--- config.mk ---
export PLATFORM = sky130hd
export DESIGN_NAME = i2s_tx
export DESIGN_NICKNAME = d
export VERILOG_FILES = /design/src/rtl/i2s_tx.sv
export SDC_FILE = /design/constraint.sdc
export NUM_CORES = 1
export LEC_CHECK = 0
export ABC_AREA = 1
export BUFFER_PORTS_ARGS = -buffer_cell sky130_fd_sc_hd__buf_2
export CAP_MARGIN = 10
export CORE_AREA = 2 2 82 123
export DETAILED_ROUTE_END_ITERATION = 12
export DIE_AREA = 0 0 84 125
export PLACE_DENSITY = 0.73
export SYNTH_ARGS = -nofsm -noshare
export SYNTH_HDL_FRONTEND = slang
export SYNTH_SLANG_ARGS = --single-unit
export TNS_END_PERCENT = 100
--- constraint.sdc ---
create_clock -name clk_i -period 4.8 [get_ports clk_i]
set_input_delay 0 -clock clk_i [delete_from_list [all_inputs] [get_ports clk_i]]
set_output_delay 0 -clock clk_i [all_outputs]
set_load 0.01 [all_outputs]
--- src/rtl/i2s_tx.sv ---
// I2S transmitter: buffers one stereo pair behind a valid/ready handshake and
// serialises it MSB first with the standard one-BCLK data delay after LRCLK.
module i2s_tx #(
    parameter int WIDTH_P     = 24,
    parameter int SLOT_BITS_P = 32,
    parameter int BCLK_DIV_P  = 2
) (
    input  logic               clk_i,
    input  logic               rst_ni,
    input  logic [WIDTH_P-1:0] left_i,
    input  logic [WIDTH_P-1:0] right_i,
    input  logic               valid_i,
    output logic               ready_o,
    output logic               bclk_o,
    output logic               lrclk_o,
    output logic               sdata_o,
    output logic               underrun_o
);

    localparam int FRAME_BITS = 2 * SLOT_BITS_P;
    localparam int DIV_W      = (BCLK_DIV_P > 1) ? $clog2(BCLK_DIV_P) : 1;
    localparam int BIT_W      = $clog2(FRAME_BITS);

    logic        [DIV_W-1:0]      div_q;
    logic        [BIT_W-1:0]      bit_q;
    logic        [BIT_W-1:0]      bit_d;
    logic        [FRAME_BITS-1:0] shreg_q;
    logic                         full_q;
    logic signed [WIDTH_P-1:0]    hold_l_q;
    logic signed [WIDTH_P-1:0]    hold_r_q;
    logic                         div_wrap;
    logic                         fall;
    logic                         frame;
    logic                         accept;

    // Left-justify each sample in its slot; the remaining LSBs are zero pad.
    function automatic logic [FRAME_BITS-1:0] pack_frame(
        input logic signed [WIDTH_P-1:0] l,
        input logic signed [WIDTH_P-1:0] r
    );
        logic [SLOT_BITS_P-1:0] slot_l;
        logic [SLOT_BITS_P-1:0] slot_r;
        slot_l = '0;
        slot_r = '0;
        slot_l[SLOT_BITS_P-1 -: WIDTH_P] = l;
        slot_r[SLOT_BITS_P-1 -: WIDTH_P] = r;
        return {slot_l, slot_r};
    endfunction

    assign div_wrap = (div_q == DIV_W'(BCLK_DIV_P - 1));
    assign fall     = div_wrap && bclk_o;
    assign frame    = fall && (bit_q == BIT_W'(FRAME_BITS - 1));
    assign bit_d    = frame ? '0 : bit_q + BIT_W'(1);
    assign ready_o  = !full_q;
    assign accept   = valid_i && ready_o;

    always_ff @(posedge clk_i or negedge rst_ni) begin
        if (!rst_ni) begin
            div_q      <= '0;
            bclk_o     <= 1'b0;
            bit_q      <= BIT_W'(FRAME_BITS - 1);
            lrclk_o    <= 1'b1;
            sdata_o    <= 1'b0;
            shreg_q    <= '0;
            full_q     <= 1'b0;
            underrun_o <= 1'b0;
        end else begin
            underrun_o <= frame && !full_q;
            if (div_wrap) begin
                div_q  <= '0;
                bclk_o <= !bclk_o;
            end else begin
                div_q <= div_q + DIV_W'(1);
            end
            // Bit position, word select and data all advance on the BCLK fall.
            if (fall) begin
                bit_q   <= bit_d;
                lrclk_o <= (bit_d >= BIT_W'(SLOT_BITS_P));
                sdata_o <= shreg_q[FRAME_BITS-1];
                if (frame) begin
                    shreg_q <= full_q ? pack_frame(hold_l_q, hold_r_q) : '0;
                end else begin
                    shreg_q <= {shreg_q[FRAME_BITS-2:0], 1'b0};
                end
            end
            // Accept and frame-load are exclusive: accept needs full_q=0, unload needs full_q=1.
            if (accept) begin
                full_q <= 1'b1;
            end else if (frame) begin
                full_q <= 1'b0;
            end
        end
    end

    always_ff @(posedge clk_i) begin
        if (accept) begin
            hold_l_q <= left_i;
            hold_r_q <= right_i;
        end
    end

endmodule

Word-level counts from Yosys, hierarchy flattened
Cells that the tools add are included.
{"block": "op_classes", "mux": 6, "n_reduce_logical": 7, "n_lt_le_gt_ge": 1, "n_eq_ne": 1, "addsub": 2}
{"cell": "$mux W64", "count": 2}
{"cell": "$add A6 B1 Y6 const B", "count": 1}
{"cell": "$eq A6 B6 Y1 const B", "count": 1}
{"cell": "$ge A6 B6 Y1 const B", "count": 1}
{"cell": "$mux W6", "count": 1}
{"cell": "$logic_and A1 B1 Y1", "count": 4}
{"cell": "$mux W1", "count": 3}
{"cell": "$logic_not A1 Y1", "count": 2}
{"cell": "$reduce_bool A2 Y1", "count": 1}
{"cell": "$add A1 B1 Y1 const B", "count": 1}
{"block": "word_totals", "elab_cells": 27, "out_inout_bits": 5, "regBits": 124}

Longest topological paths before layout
{"block": "depth", "ltp_word": 4, "depth_mapped": 9, "depth_no_buf": 7}

Worst setup path after synthesis
No wires, ideal clock.
{"block": "synth_timing", "kind": "register to register", "startpoint": "register full_q", "endpoint": "register hold_l_q[0], enable pin", "synth_period_minus_slack_ps": 2176, "arrival_time_ps": 1773, "path_stages_with_launch": 6, "setup_slack_ps": 2624, "t_required_ps": 4398, "n_path_buf": 2, "path_cell_list": "dfrtp_1 clkbuf_1 buf_2 inv_1 nand2_1 inv_1"}
{"block": "synth_via", "elab_chain_len": 2}
{"item": "start, declared", "line_no": "28", "rtl": "logic full_q;"}
{"item": "start signal, assigned", "line_no": "65", "rtl": "full_q <= 1'b0;"}
{"item": "start signal, assigned", "line_no": "88", "rtl": "full_q <= 1'b1;"}
{"item": "start signal, assigned", "line_no": "90", "rtl": "full_q <= 1'b0;"}
{"item": "$logic_not A1 Y1", "line_no": "54", "rtl": "assign ready_o = !full_q;"}
{"item": "named net ready_o", "line_no": "13", "rtl": "output logic ready_o,"}
{"item": "$logic_and A1 B1 Y1", "line_no": "55", "rtl": "assign accept = valid_i && ready_o;"}
{"item": "named net accept", "line_no": "34", "rtl": "logic accept;"}
{"item": "end signal, assigned", "line_no": "97", "rtl": "hold_l_q <= left_i;"}
{"item": "end, declared", "line_no": "29", "rtl": "logic signed [WIDTH_P-1:0] hold_l_q;"}
The timed path passes the listed nets, and every way through them passes these cells.
A chain may end at the register's enable or synchronous reset.

Worst setup path after layout
{"block": "layout_timing", "startpoint": "register bclk_o", "endpoint": "register shreg_q[32]"}
{"block": "layout_via", "elab_chain_len": 3}
{"item": "start, declared", "line_no": "14", "rtl": "output logic bclk_o,"}
{"item": "start signal, assigned", "line_no": "71", "rtl": "bclk_o <= !bclk_o;"}
{"item": "$logic_and A1 B1 Y1 (*)", "line_no": "51", "rtl": "assign fall = div_wrap && bclk_o;"}
{"item": "$logic_and A1 B1 Y1", "line_no": "52", "rtl": "assign frame = fall && (bit_q == BIT_W'(FRAME_BITS - 1));"}
{"item": "$mux W64", "line_no": "80", "rtl": "if (frame) begin"}
{"item": "end signal, assigned", "line_no": "81", "rtl": "shreg_q <= full_q ? pack_frame(hold_l_q, hold_r_q) : '0;"}
{"item": "end signal, assigned", "line_no": "83", "rtl": "shreg_q <= {shreg_q[FRAME_BITS-2:0], 1'b0};"}
{"item": "end, declared", "line_no": "27", "rtl": "logic [FRAME_BITS-1:0] shreg_q;"}
Mark *: on every way between the ends. The rest lies on a longest branch, timed or not.

==> impl_metrics.tcl <==
set metrics [dict create \
    status "completed" \
    grt_setup_unrepaired "no" \
    crit_top_cell "nand2_2" \
    grt_util_met1_pct 24.62 \
    layout-drive-gt1-share_pct 16.98 \
    cp_slowest_cell "buf_4" \
    finalSetupTns_ps 0 \
    period_share_pct 51.69 \
    tightest_slew_ps 1095 \
    crit_path_end_kind "flop" \
    cts_sinks 116 \
    place_hpwl_um 5057 \
    crit_buf_inv 2 \
    grt_util_all_layers_pct 21.32 \
    cellPowerDensity_nw_per_um2 361.3 \
    gp_congestion 0.7269 \
    synth.distinct_cells 20 \
    hold_ws_ps 291.8 \
    seq_area_frac_synth_pct 60.73 \
    syn_inst 589 \
    use_met2_pct 37.18 \
    cellLeakagePower_nw 3.409 \
    die_y_um 125 \
    setup_ws_ps 2319 \
    slew_headroom_pct 26.76 \
    drtIter0Drc 199 \
    ir_drop_uv 321.5 \
    crit_fanout 63 \
    final_cell_area_um2 6581 \
    path_clk_slew_ps 50 \
    finish.utilization_pct 69.10 \
    cts_root_buf "clkbuf_16" \
    fin_skew_ps 6.420 \
    final-setup-viol-count 0 \
    cts_inserted_buffers 17 \
    syn_nets 641 \
    critPathLaunchType "flop" \
    dp_slack_ps 2439 \
    worstPathCellList "nand2_2 > inv_2 > buf_4 > nand2_2 > o22ai_1" \
    nets 740 \
    max_stage_delay_ps 630 \
    critPathKind "flop to flop" \
    syn_to_final_growth_pct 26.81 \
    drt-total-wl_um 9898 \
    period_needed_ps 2481 \
    vias_per_cell 4.744 \
    rows 44 \
    core-area_um2 9524 \
    grt_max_degree 69 \
    r2r_slack_ps 2320 \
    top_usage_layer "met2" \
    grt_pass1_vias 3980 \
    critical_path_required_ps 5110 \
    portBuffers 55 \
    use_met3_pct 7.063 \
    die_w_um 84 \
    postRouteAntennaNets 0 \
    overflow 0 \
    slew_violations 0 \
    yosysWarnings 0 \
    cts_tree "done" \
    cts_resized 0 \
    syn_avg_cell_area_um2 8.812 \
    htreeDepth 4 \
    hp-class "input pin to flop" \
    wl_per_cell_um 12.13 \
    worstPathArrival_ps 2790 \
    cts.path.max_buffers 2 \
    netlist_area_um2 5190 \
    clkLatencyLatePin_ps 410 \
    maxCapViolCount 0 \
    max_freq_mhz 403.0 \
    nFillCells 740 \
    yosys_register_bits 116 \
    antennaDiodeCount 0 \
    first_pass_iters 4 \
    route.vias.total 3871 \
    ioPinCount 56 \
    hold_viol 0 \
    die_area_um2 10500 \
    initial_core_util_pct 54.49 \
    remaining_drc_errors 0 \
    grt_pass1_wl_um 17810 \
    post_dp_cell_area_um2 5484 \
    antenna_found_initial 0 \
    crit_family "buffers and inverters" \
]
layer usage:
layer  share of wire (%)  wire length, um
met2                  54             5336
met3                 3.5              345
met1                  41             4056
met5                   0                0
met4                 1.6              159
cell usage after synthesis:
master	count	area, um^2
nand2_1	162	608.1
edfxtp_1	48	1441
a21oi_1	2	10.01
inv_1	110	412.9
buf_2	10	50.05
buf_4	2	15.01
inv_2	1	3.750
o21ai_0	1	5.000
nand2_2	3	18.77
dfstp_2	7	183.9
nor2_2	1	6.260
nand3_2	20	200.2
nor2_1	102	382.9
nand3_1	32	160.2
dfrtp_1	61	1526
o22ai_1	9	56.30
xnor2_1	2	17.52
ha_1	1	12.51
buf_6	3	33.78
clkbuf_1	12	45.04
what timing repair did:
| action | in CTS | in global routing |
|---|---|---|
| hold endpoints to repair | 110 | 0 |
| setup buffers | 0 | 0 |
| hold buffers | 50 | 0 |
layout make-up:
class                           instances  area [um^2]  share of cell area [%]
Sequential cell                       116         3153                   47.91
Multi-Input combinational cell        335         1480                   22.49
Timing Repair Buffer                  107        790.8                   12.02
Clock buffer                           18        429.2                   6.521
Inverter                              111        416.7                   6.331
Clock inverter                         14        167.7                   2.548
Tap cell                              115        143.9                   2.186
placed cells by master, fill, tap and decap left out, types with 2 or more instances in the layout:
master,count
nand2_2,4
buf_2,55
clkinv_1,4
dfstp_2,7
dlygate4sd3_1,50
dfrtp_1,60
nand3_2,20
edfxtp_1,48
clkinv_2,5
buf_4,2
inv_2,2
bufinv_16,4
inv_1,109
o22ai_1,9
clkbuf_16,17
nand2_1,161
a21oi_1,2
nand3_1,32
xnor2_1,2
nor2_1,102
stage by stage:
step | power (mW) | cells
3_3_place_gp | 1.083 | 734
6_report | 2.378 | 816
2_1_floorplan | 1.054 | 589
5_1_grt | 2.442 | 816
3_5_place_dp | 1.084 | 734
4_1_cts | 2.391 | 816
power by group:
part / internal [mW] / total, mW / switching [mW]
clock: 0.854 / 1.28 / 0.426
combinational: 0.0408 / 0.0618 / 0.0209
sequential: 1.04 / 1.04 / 0
total: 1.93 / 2.38 / 0.447
flip-flops by register name, summed over array words and instances, names as in the netlist, 6 cells and up:
register	count
hold_r_q	24
bit_q	6
hold_l_q	24
shreg_q	56
logic make-up after synthesis:
group                    Yosys count  share of synthesized area [%]
AND/OR/NAND/NOR                  320                          26.52
XOR/XNOR                           2                         0.3376
buffers and inverters            138                          10.80
adder cells (fa/ha/maj)            1                         0.2410
flip-flops                       116                          60.73
AO/OA/AOI/OAI                     12                          1.374
final timing paths:
kind	start	endpoint	cells after the start
min in group asynchronous	rst_ni	underrun_o$_DFF_PN0_	3
worst min register to register	div_q$_DFF_PN0_	div_q$_DFF_PN0_	1
max in group asynchronous	rst_ni	full_q$_DFFE_PN0P_	3
worst max register to register	bclk_o$_DFFE_PN0P_	shreg_q[32]$_DFFE_PN0P_	5
worst min-delay path	right_i[12]	hold_r_q[12]$_DFFE_PP_	2
worst max-delay path	bclk_o$_DFFE_PN0P_	shreg_q[32]$_DFFE_PN0P_	5
No activity file was read; power rests on OpenSTA's default activity.
